$ cat config.mk
export PLATFORM = sky130hd
export DESIGN_NAME = video_raster
export DESIGN_NICKNAME = d
export VERILOG_FILES = /design/src/rtl/video_pkg.sv /design/src/rtl/video_raster_cnt.sv /design/src/rtl/video_raster.sv
export SDC_FILE = /design/constraint.sdc
export NUM_CORES = 1
export LEC_CHECK = 0
export BUFFER_PORTS_ARGS = -buffer_cell sky130_fd_sc_hd__buf_2
export CAP_MARGIN = 20
export CORE_MARGIN = 1.5
export CORE_UTILIZATION = 40
export CTS_BUF_LIST = sky130_fd_sc_hd__clkbuf_4
export DETAILED_ROUTE_END_ITERATION = 10
export PLACE_DENSITY = 0.56
export SLEW_MARGIN = 40
export SYNTH_ARGS = -nofsm -noshare
export SYNTH_HDL_FRONTEND = slang
export SYNTH_SLANG_ARGS = --single-unit
$ cat constraint.sdc
create_clock -name clk -period 5.1 [get_ports clk]
set_input_delay 0.255 -clock clk [delete_from_list [all_inputs] [get_ports clk]]
set_output_delay 0.255 -clock clk [all_outputs]
set_load 0.02 [all_outputs]
$ cat src/rtl/video_pkg.sv
// Video raster package: default NTSC-style timing constants for the 32 MHz
// pixel clock, the front-end state type and a width helper.
// No ports.
package video_pkg;

  localparam int H_TOTAL_DEF = 2038;
  localparam int V_TOTAL_DEF = 262;
  localparam int HS_WID_DEF  = 150;
  localparam int VS_LIN_DEF  = 248;
  localparam int VS_WID_DEF  = 1888;
  localparam int CB_ST_DEF   = 168;
  localparam int CB_ND_DEF   = 248;
  localparam int ASTART_DEF  = 371;
  localparam int BK_TOP_DEF  = 16;
  localparam int BK_BOT_DEF  = 240;
  localparam int PIX_DIV_DEF = 6;
  localparam int COLS_DEF    = 32;
  localparam int ROWS_DEF    = 32;
  localparam int CHAR_H_DEF  = 8;

  typedef enum logic {
    ST_IDLE = 1'b0,
    ST_RUN  = 1'b1
  } raster_state_e;

  // Bit width able to hold values 0..n-1, never narrower than one bit.
  function automatic int clog2w(input int n);
    return (n > 1) ? $clog2(n) : 1;
  endfunction

endpackage

$ cat src/rtl/video_raster_cnt.sv
// Horizontal/vertical raster counters with registered sync, colorburst and
// end-of-frame decodes (all decodes lag their counter condition by 1 clock).
// Ports:
//   clk, reset  pixel clock, synchronous active-high reset
//   hcnt, vcnt  raw counter values (current clock)
//   hs, vs      active-low syncs
//   cb          colorburst gate
//   frame       one-clock pulse after the last clock of a frame
module video_raster_cnt
  import video_pkg::*;
#(
  parameter int H_TOTAL = H_TOTAL_DEF,
  parameter int V_TOTAL = V_TOTAL_DEF,
  parameter int HS_WID  = HS_WID_DEF,
  parameter int VS_LIN  = VS_LIN_DEF,
  parameter int VS_WID  = VS_WID_DEF,
  parameter int CB_ST   = CB_ST_DEF,
  parameter int CB_ND   = CB_ND_DEF,
  localparam int HCW    = clog2w(H_TOTAL),
  localparam int VCW    = clog2w(V_TOTAL)
) (
  input  logic           clk,
  input  logic           reset,
  output logic [HCW-1:0] hcnt,
  output logic [VCW-1:0] vcnt,
  output logic           hs,
  output logic           vs,
  output logic           cb,
  output logic           frame
);

  logic [HCW-1:0] hcnt_q, hcnt_d;
  logic [VCW-1:0] vcnt_q, vcnt_d;
  logic           hs_q, hs_d, vs_q, vs_d, cb_q, cb_d, frame_q, frame_d;

  always_comb begin
    hcnt_d = hcnt_q + HCW'(1);
    vcnt_d = vcnt_q;
    if (int'(hcnt_q) == H_TOTAL - 1) begin
      hcnt_d = '0;
      vcnt_d = (int'(vcnt_q) == V_TOTAL - 1) ? '0 : vcnt_q + VCW'(1);
    end
    hs_d    = !(int'(hcnt_q) < HS_WID);
    vs_d    = !(int'(vcnt_q) == VS_LIN && int'(hcnt_q) < VS_WID);
    cb_d    = (int'(hcnt_q) >= CB_ST) && (int'(hcnt_q) < CB_ND);
    frame_d = (int'(hcnt_q) == H_TOTAL - 1) && (int'(vcnt_q) == V_TOTAL - 1);
  end

  // counter / decode register stage
  always_ff @(posedge clk) begin
    if (reset) begin
      hcnt_q  <= '0;
      vcnt_q  <= '0;
      hs_q    <= 1'b0;
      vs_q    <= 1'b1;
      cb_q    <= 1'b0;
      frame_q <= 1'b0;
    end else begin
      hcnt_q  <= hcnt_d;
      vcnt_q  <= vcnt_d;
      hs_q    <= hs_d;
      vs_q    <= vs_d;
      cb_q    <= cb_d;
      frame_q <= frame_d;
    end
  end

  assign hcnt  = hcnt_q;
  assign vcnt  = vcnt_q;
  assign hs    = hs_q;
  assign vs    = vs_q;
  assign cb    = cb_q;
  assign frame = frame_q;

endmodule

$ cat src/rtl/video_raster.sv
// Parametrised raster timing and text-address generator.
// Ports:
//   clk, reset      pixel clock, synchronous active-high reset
//   scroll_y        vertical scroll in lines, taken once per frame
//   line_cmp        active-line index for the line interrupt
//   irq_ena/irq_ack line interrupt enable / clear (set wins over clear)
//   hs, vs, cb      active-low syncs and colorburst gate
//   active          active display window
//   pixena, vload   pixel strobe and shift-register load strobe
//   haddr           character column
//   cline, vaddr    line within character, character row
//   frame           one-clock pulse per frame
//   irq             sticky line interrupt
module video_raster
  import video_pkg::*;
#(
  parameter int H_TOTAL = H_TOTAL_DEF,
  parameter int V_TOTAL = V_TOTAL_DEF,
  parameter int HS_WID  = HS_WID_DEF,
  parameter int VS_LIN  = VS_LIN_DEF,
  parameter int VS_WID  = VS_WID_DEF,
  parameter int CB_ST   = CB_ST_DEF,
  parameter int CB_ND   = CB_ND_DEF,
  parameter int ASTART  = ASTART_DEF,
  parameter int BK_TOP  = BK_TOP_DEF,
  parameter int BK_BOT  = BK_BOT_DEF,
  parameter int PIX_DIV = PIX_DIV_DEF,
  parameter int COLS    = COLS_DEF,
  parameter int ROWS    = ROWS_DEF,
  parameter int CHAR_H  = CHAR_H_DEF,
  localparam int CW     = clog2w(COLS),
  localparam int RW     = clog2w(ROWS),
  localparam int LW     = clog2w(CHAR_H),
  localparam int SW     = RW + LW
) (
  input  logic          clk,
  input  logic          reset,
  input  logic [SW-1:0] scroll_y,
  input  logic [8:0]    line_cmp,
  input  logic          irq_ena,
  input  logic          irq_ack,
  output logic          hs,
  output logic          vs,
  output logic          cb,
  output logic          active,
  output logic          pixena,
  output logic          vload,
  output logic [CW-1:0] haddr,
  output logic [LW-1:0] cline,
  output logic [RW-1:0] vaddr,
  output logic          frame,
  output logic          irq
);

  localparam int HCW = clog2w(H_TOTAL);
  localparam int VCW = clog2w(V_TOTAL);
  localparam int DW  = clog2w(PIX_DIV);

  // The whole window must end inside the line so the idle state is always
  // re-entered before the next line's start column.
  if (ASTART + COLS * 8 * PIX_DIV >= H_TOTAL) begin : g_bad_window
    $error("video_raster: active window does not fit in H_TOTAL");
  end

  logic [HCW-1:0] hcnt;
  logic [VCW-1:0] vcnt;

  video_raster_cnt #(
    .H_TOTAL (H_TOTAL),
    .V_TOTAL (V_TOTAL),
    .HS_WID  (HS_WID),
    .VS_LIN  (VS_LIN),
    .VS_WID  (VS_WID),
    .CB_ST   (CB_ST),
    .CB_ND   (CB_ND)
  ) u_cnt (
    .clk   (clk),
    .reset (reset),
    .hcnt  (hcnt),
    .vcnt  (vcnt),
    .hs    (hs),
    .vs    (vs),
    .cb    (cb),
    .frame (frame)
  );

  raster_state_e  state_q, state_d;
  logic           pixena_q, pixena_d, vload_q, vload_d;
  logic [DW-1:0]  dcnt_q, dcnt_d;
  logic [2:0]     pcnt_q, pcnt_d;
  logic [CW-1:0]  haddr_q, haddr_d;
  logic [SW-1:0]  addr_q, addr_d;
  logic [SW-1:0]  scroll_q, scroll_d;
  logic           irq_q, irq_d;
  logic           at_start, frame_last, irq_hit;

  always_comb begin
    at_start   = (int'(hcnt) == ASTART) && (int'(vcnt) >= BK_TOP) && (int'(vcnt) < BK_BOT);
    frame_last = (int'(hcnt) == H_TOTAL - 1) && (int'(vcnt) == V_TOTAL - 1);
    // Signed arithmetic keeps lines above the window from aliasing onto a
    // large line_cmp value.
    irq_hit    = irq_ena && (hcnt == '0) && (int'(vcnt) >= BK_TOP)
                 && ((int'(vcnt) - BK_TOP) == int'(line_cmp))
                 && (int'(line_cmp) < BK_BOT - BK_TOP);

    state_d  = state_q;
    pixena_d = 1'b0;
    vload_d  = 1'b0;
    dcnt_d   = dcnt_q;
    pcnt_d   = pcnt_q;
    haddr_d  = haddr_q;
    addr_d   = addr_q;
    scroll_d = frame_last ? scroll_y : scroll_q;

    if (irq_hit) begin
      irq_d = 1'b1;
    end else if (irq_ack) begin
      irq_d = 1'b0;
    end else begin
      irq_d = irq_q;
    end

    case (state_q)
      ST_IDLE: begin
        if (at_start) begin
          state_d  = ST_RUN;
          pixena_d = 1'b1;
          vload_d  = 1'b1;
          dcnt_d   = '0;
          pcnt_d   = '0;
          haddr_d  = '0;
          if (int'(vcnt) == BK_TOP) begin
            addr_d = scroll_q;
          end
        end
      end
      ST_RUN: begin
        if (int'(dcnt_q) == PIX_DIV - 1) begin
          dcnt_d  = '0;
          pcnt_d  = pcnt_q + 3'd1;
          if (pcnt_q == 3'd7) begin
            haddr_d = haddr_q + CW'(1);
            if (int'(haddr_q) == COLS - 1) begin
              state_d = ST_IDLE;
              addr_d  = addr_q + SW'(1);
            end else begin
              pixena_d = 1'b1;
              vload_d  = 1'b1;
            end
          end else begin
            pixena_d = 1'b1;
          end
        end else begin
          dcnt_d = dcnt_q + DW'(1);
        end
      end
      default: state_d = ST_IDLE;
    endcase
  end

  // window / address / interrupt register stage
  always_ff @(posedge clk) begin
    if (reset) begin
      state_q  <= ST_IDLE;
      pixena_q <= 1'b0;
      vload_q  <= 1'b0;
      dcnt_q   <= '0;
      pcnt_q   <= '0;
      haddr_q  <= '0;
      addr_q   <= '0;
      scroll_q <= '0;
      irq_q    <= 1'b0;
    end else begin
      state_q  <= state_d;
      pixena_q <= pixena_d;
      vload_q  <= vload_d;
      dcnt_q   <= dcnt_d;
      pcnt_q   <= pcnt_d;
      haddr_q  <= haddr_d;
      addr_q   <= addr_d;
      scroll_q <= scroll_d;
      irq_q    <= irq_d;
    end
  end

  assign active = (state_q == ST_RUN);
  assign pixena = pixena_q;
  assign vload  = vload_q;
  assign haddr  = haddr_q;
  assign cline  = addr_q[LW-1:0];
  assign vaddr  = addr_q[SW-1:LW];
  assign irq    = irq_q;

endmodule

==> impl_metrics.csv <==
group,metric,value,unit
setup_path,slowest_delay,760,ps
logic_synthesis,ys_ff_latch,55,
setup_path,crit_fanout,17,
clock_network,cts_max_level,2,
timing,finalSetupTns,0,ps
timing,relSlewSlack,0.5463,
clock_network,postCtsSetupBuffers,0,
setup_path,cpMaxStageDelayCell,"dfxtp_1",
cells_and_area,fillCellCount,749,
place,hpwl,4.640,mm
global_routing,grt.overflow.total,0,
clock_network,cts_inserted_buffers,5,
timing,worst_pin_slew,680.5,ps
logic_synthesis,ys_warn_count,0,
global_routing,grt_max_degree,31,
power,peakVddDrop,0.08647,mV
floorplanning,ios,42,
cells_and_area,nets,408,
power,p_per_area,202.9,nW/um^2
timing,hold_viol,0,
routing,num_vias,2478,
timing,setup_viol,0,
logic_synthesis,synthCells,342,
place,routabilityCongestion,0.8607,
setup_path,endpoint_kind,"register",
setup_path,r2r_setup_slack,2680,ps
routing,first_pass_iters,4,
setup_path,reg2reg_depth,5,
routing,route.detailed.drc,0,
timing,worst_hold_slack,68.59,ps
place,dp_slack,2746,ps
floorplanning,die_h,89.30,um
routing,drtIter0Drc,141,
logic_synthesis,syn-cell-area,2979,sq um
clock_network,clk_path_buf_depth,2,
logic_synthesis,yosysSeqAreaShare,0.3696,
logic_synthesis,async_reset_ff_frac,0,
setup_path,reg2reg_from,"active",
logic_synthesis,synth.avg_cell_area,8.711,sq um
job,max-cap-violations,0,
floorplanning,core-area,7214,sq um
routing,routedWlPerCell,13.65,um
timing,drv_slew,0,
logic_synthesis,synth_nets,378,
routing,drt_wl_total,6.445,mm
timing,min_period_over_period,0.4742,
setup_path,crit_family,"compound AO/OA/AOI/OAI gates",
cells_and_area,fin_util,0.4540,
timing,fin_crit,2418,ps
floorplanning,fp.dieW,89.30,um
cells_and_area,final_cell_mix,"dfxtp_1 (55), nor2_1 (43), buf_2 (41), nand3_1 (22), xnor2_1 (20)",
clock_network,root_buffer,"clkbuf_4",
global_routing,grt_pass1_vias,2312,
min_path,hp-start,"scroll_y[7]",
clock_network,numClockSinks,55,
cells_and_area,drive_gt1_frac,0.1903,
global_routing,grt_pass1_wl,10.83,mm
setup_path,worstSetupPathType,"register to register",
setup_path,cp-start-kind,"register",
setup_path,crit_buf_inv,0,
place,port_buffers,41,
timing,skew,21.04,ps
setup_path,crit_required,5410,ps
routing,vias_per_cell,5.250,
run_status,status,"complete, no violations",
timing,fmax,0.4135,GHz
min_path,hold-path-endpoint,"scroll_q[7]",
floorplanning,die-area,7974,sq um
cells_and_area,area_growth,9.954,%
floorplanning,num_rows,31,
clock_network,tritoncts,"yes",
power,power_leakage,0.001300,uW
clock_network,hold_buffers,0,
cells_and_area,n_antenna_cell,0,
clock_network,clock_latency,380,ps
setup_path,crit_arrival,2720,ps
min_path,min_delay_path_depth,2,
timing,fin_ws,2682,ps
clock_network,clkSlewWorstSetupHoldPaths,170,ps
clock_network,postCtsResizedCells,0,
logic_synthesis,synth_flop_cell,"dfxtp_1",
cells_and_area,layout_commonest_cell,"dfxtp_1",
floorplanning,start_util,0.4129,
setup_path,path_cells,"and4b_1, and2_1, a21o_1, a21oi_2, a311oi_2",
global_routing,antenna_found_initial,0,
global_routing,grt_util_all_layers,0.1727,
power,total_power,664.7,uW
min_path,min_path_type,"input pin to register",
timing,rsz0062_at_grt,"false",
logic_synthesis,synth_edf_count,0,
logic_synthesis,ys_types,55,
routing,antenna_left,0,
setup_path,r2r_end,"addr_q[1]",
-- per-stage QoR --
stage	instance area, sq um	std cells
floorplan	2979	342
global placement	3214	464
detailed placement	3218	464
CTS	3276	472
global route	3276	472
finish	3276	472
-- where the power goes --
| part | internal (uW) | switching (uW) |
|---|---|---|
| combinational | 12.1 | 17.4 |
| clock | 59.3 | 141 |
| sequential | 432 | 2.88 |
| total | 503 | 161 |
-- final cells by class --
class	count	area, sq um	share of cell area
multi-input cells	256	1739	0.5309
flip-flops and latches	55	1101	0.3361
repair buffers	41	205.2	0.06264
well taps	99	123.9	0.03782
inverters	13	48.80	0.01490
clock buffers	6	45.04	0.01375
clock inverters	2	12.51	0.003820
-- worst max-delay path by stage --
stage / depth (start not counted) / from / to
6_report: 5 / active / addr_q[1]
3_3_place_gp: 6 / u_cnt.vcnt[4] / addr_q[2]
3_5_place_dp: 5 / active / addr_q[1]
4_1_cts: 5 / active / addr_q[1]
5_1_grt: 5 / active / addr_q[5]
2_1_floorplan: 8 / u_cnt.vcnt[4] / addr_q[4]
-- state kept, by name, indices dropped and copies added (netlist names) --
register     count
active           1
addr_q           8
dcnt_q           3
haddr            5
irq              1
pcnt_q           3
pixena           1
scroll_q         8
u_cnt.cb         1
u_cnt.frame      1
u_cnt.hcnt      11
u_cnt.hs         1
u_cnt.vcnt       9
u_cnt.vs         1
vload            1
-- per-layer routing --
metal / wire length [um] / GRT usage / vias up
met3: 184 / 0.03139 / 12
met1: 3208 / 0.2388 / 1148
met5: 0 / 0 / -
li1: - / - / 1277
met2: 2954 / 0.2768 / 41
met4: 97 / 0.04755 / 0
-- Yosys cell counts (2+ instances only) --
cell type | number | area [sq um]
a2111oi_0 | 3 | 26.28
a21o_1 | 2 | 15.01
a21oi_1 | 17 | 85.08
a21oi_2 | 6 | 52.55
a22o_1 | 9 | 78.83
a311oi_2 | 2 | 30.03
a31oi_1 | 3 | 18.77
and2_1 | 4 | 25.02
and3_1 | 6 | 37.54
and4b_1 | 3 | 30.03
buf_2 | 9 | 45.04
buf_6 | 2 | 22.52
clkbuf_1 | 7 | 26.28
dfxtp_1 | 55 | 1101
ha_1 | 15 | 187.7
inv_1 | 12 | 45.04
nand2_1 | 19 | 71.32
nand2b_1 | 3 | 18.77
nand3_1 | 22 | 110.1
nand4_1 | 9 | 56.30
nand4b_1 | 2 | 17.52
nor2_1 | 43 | 161.4
nor2b_1 | 2 | 12.51
nor3_1 | 11 | 55.05
nor4_1 | 4 | 25.02
o211ai_1 | 3 | 22.52
o21a_1 | 2 | 15.01
o21ai_0 | 8 | 40.04
o21ai_1 | 2 | 10.01
o31ai_2 | 4 | 50.05
or2_2 | 2 | 12.51
xnor2_1 | 20 | 175.2
xor2_1 | 9 | 78.83
-- cells by family (layout without fill, tap and decap cells) --
kind of cell | after synthesis | in the layout | synth area share
simple gates | 143 | 143 | 0.2583
compound gates | 68 | 68 | 0.1726
flops | 55 | 55 | 0.3696
buf+inv | 31 | 62 | 0.04788
xor+xnor | 29 | 29 | 0.08526
fa+ha+maj | 15 | 15 | 0.06300
mux | 1 | 1 | 0.003360
Power figures use the tool's default switching activity.
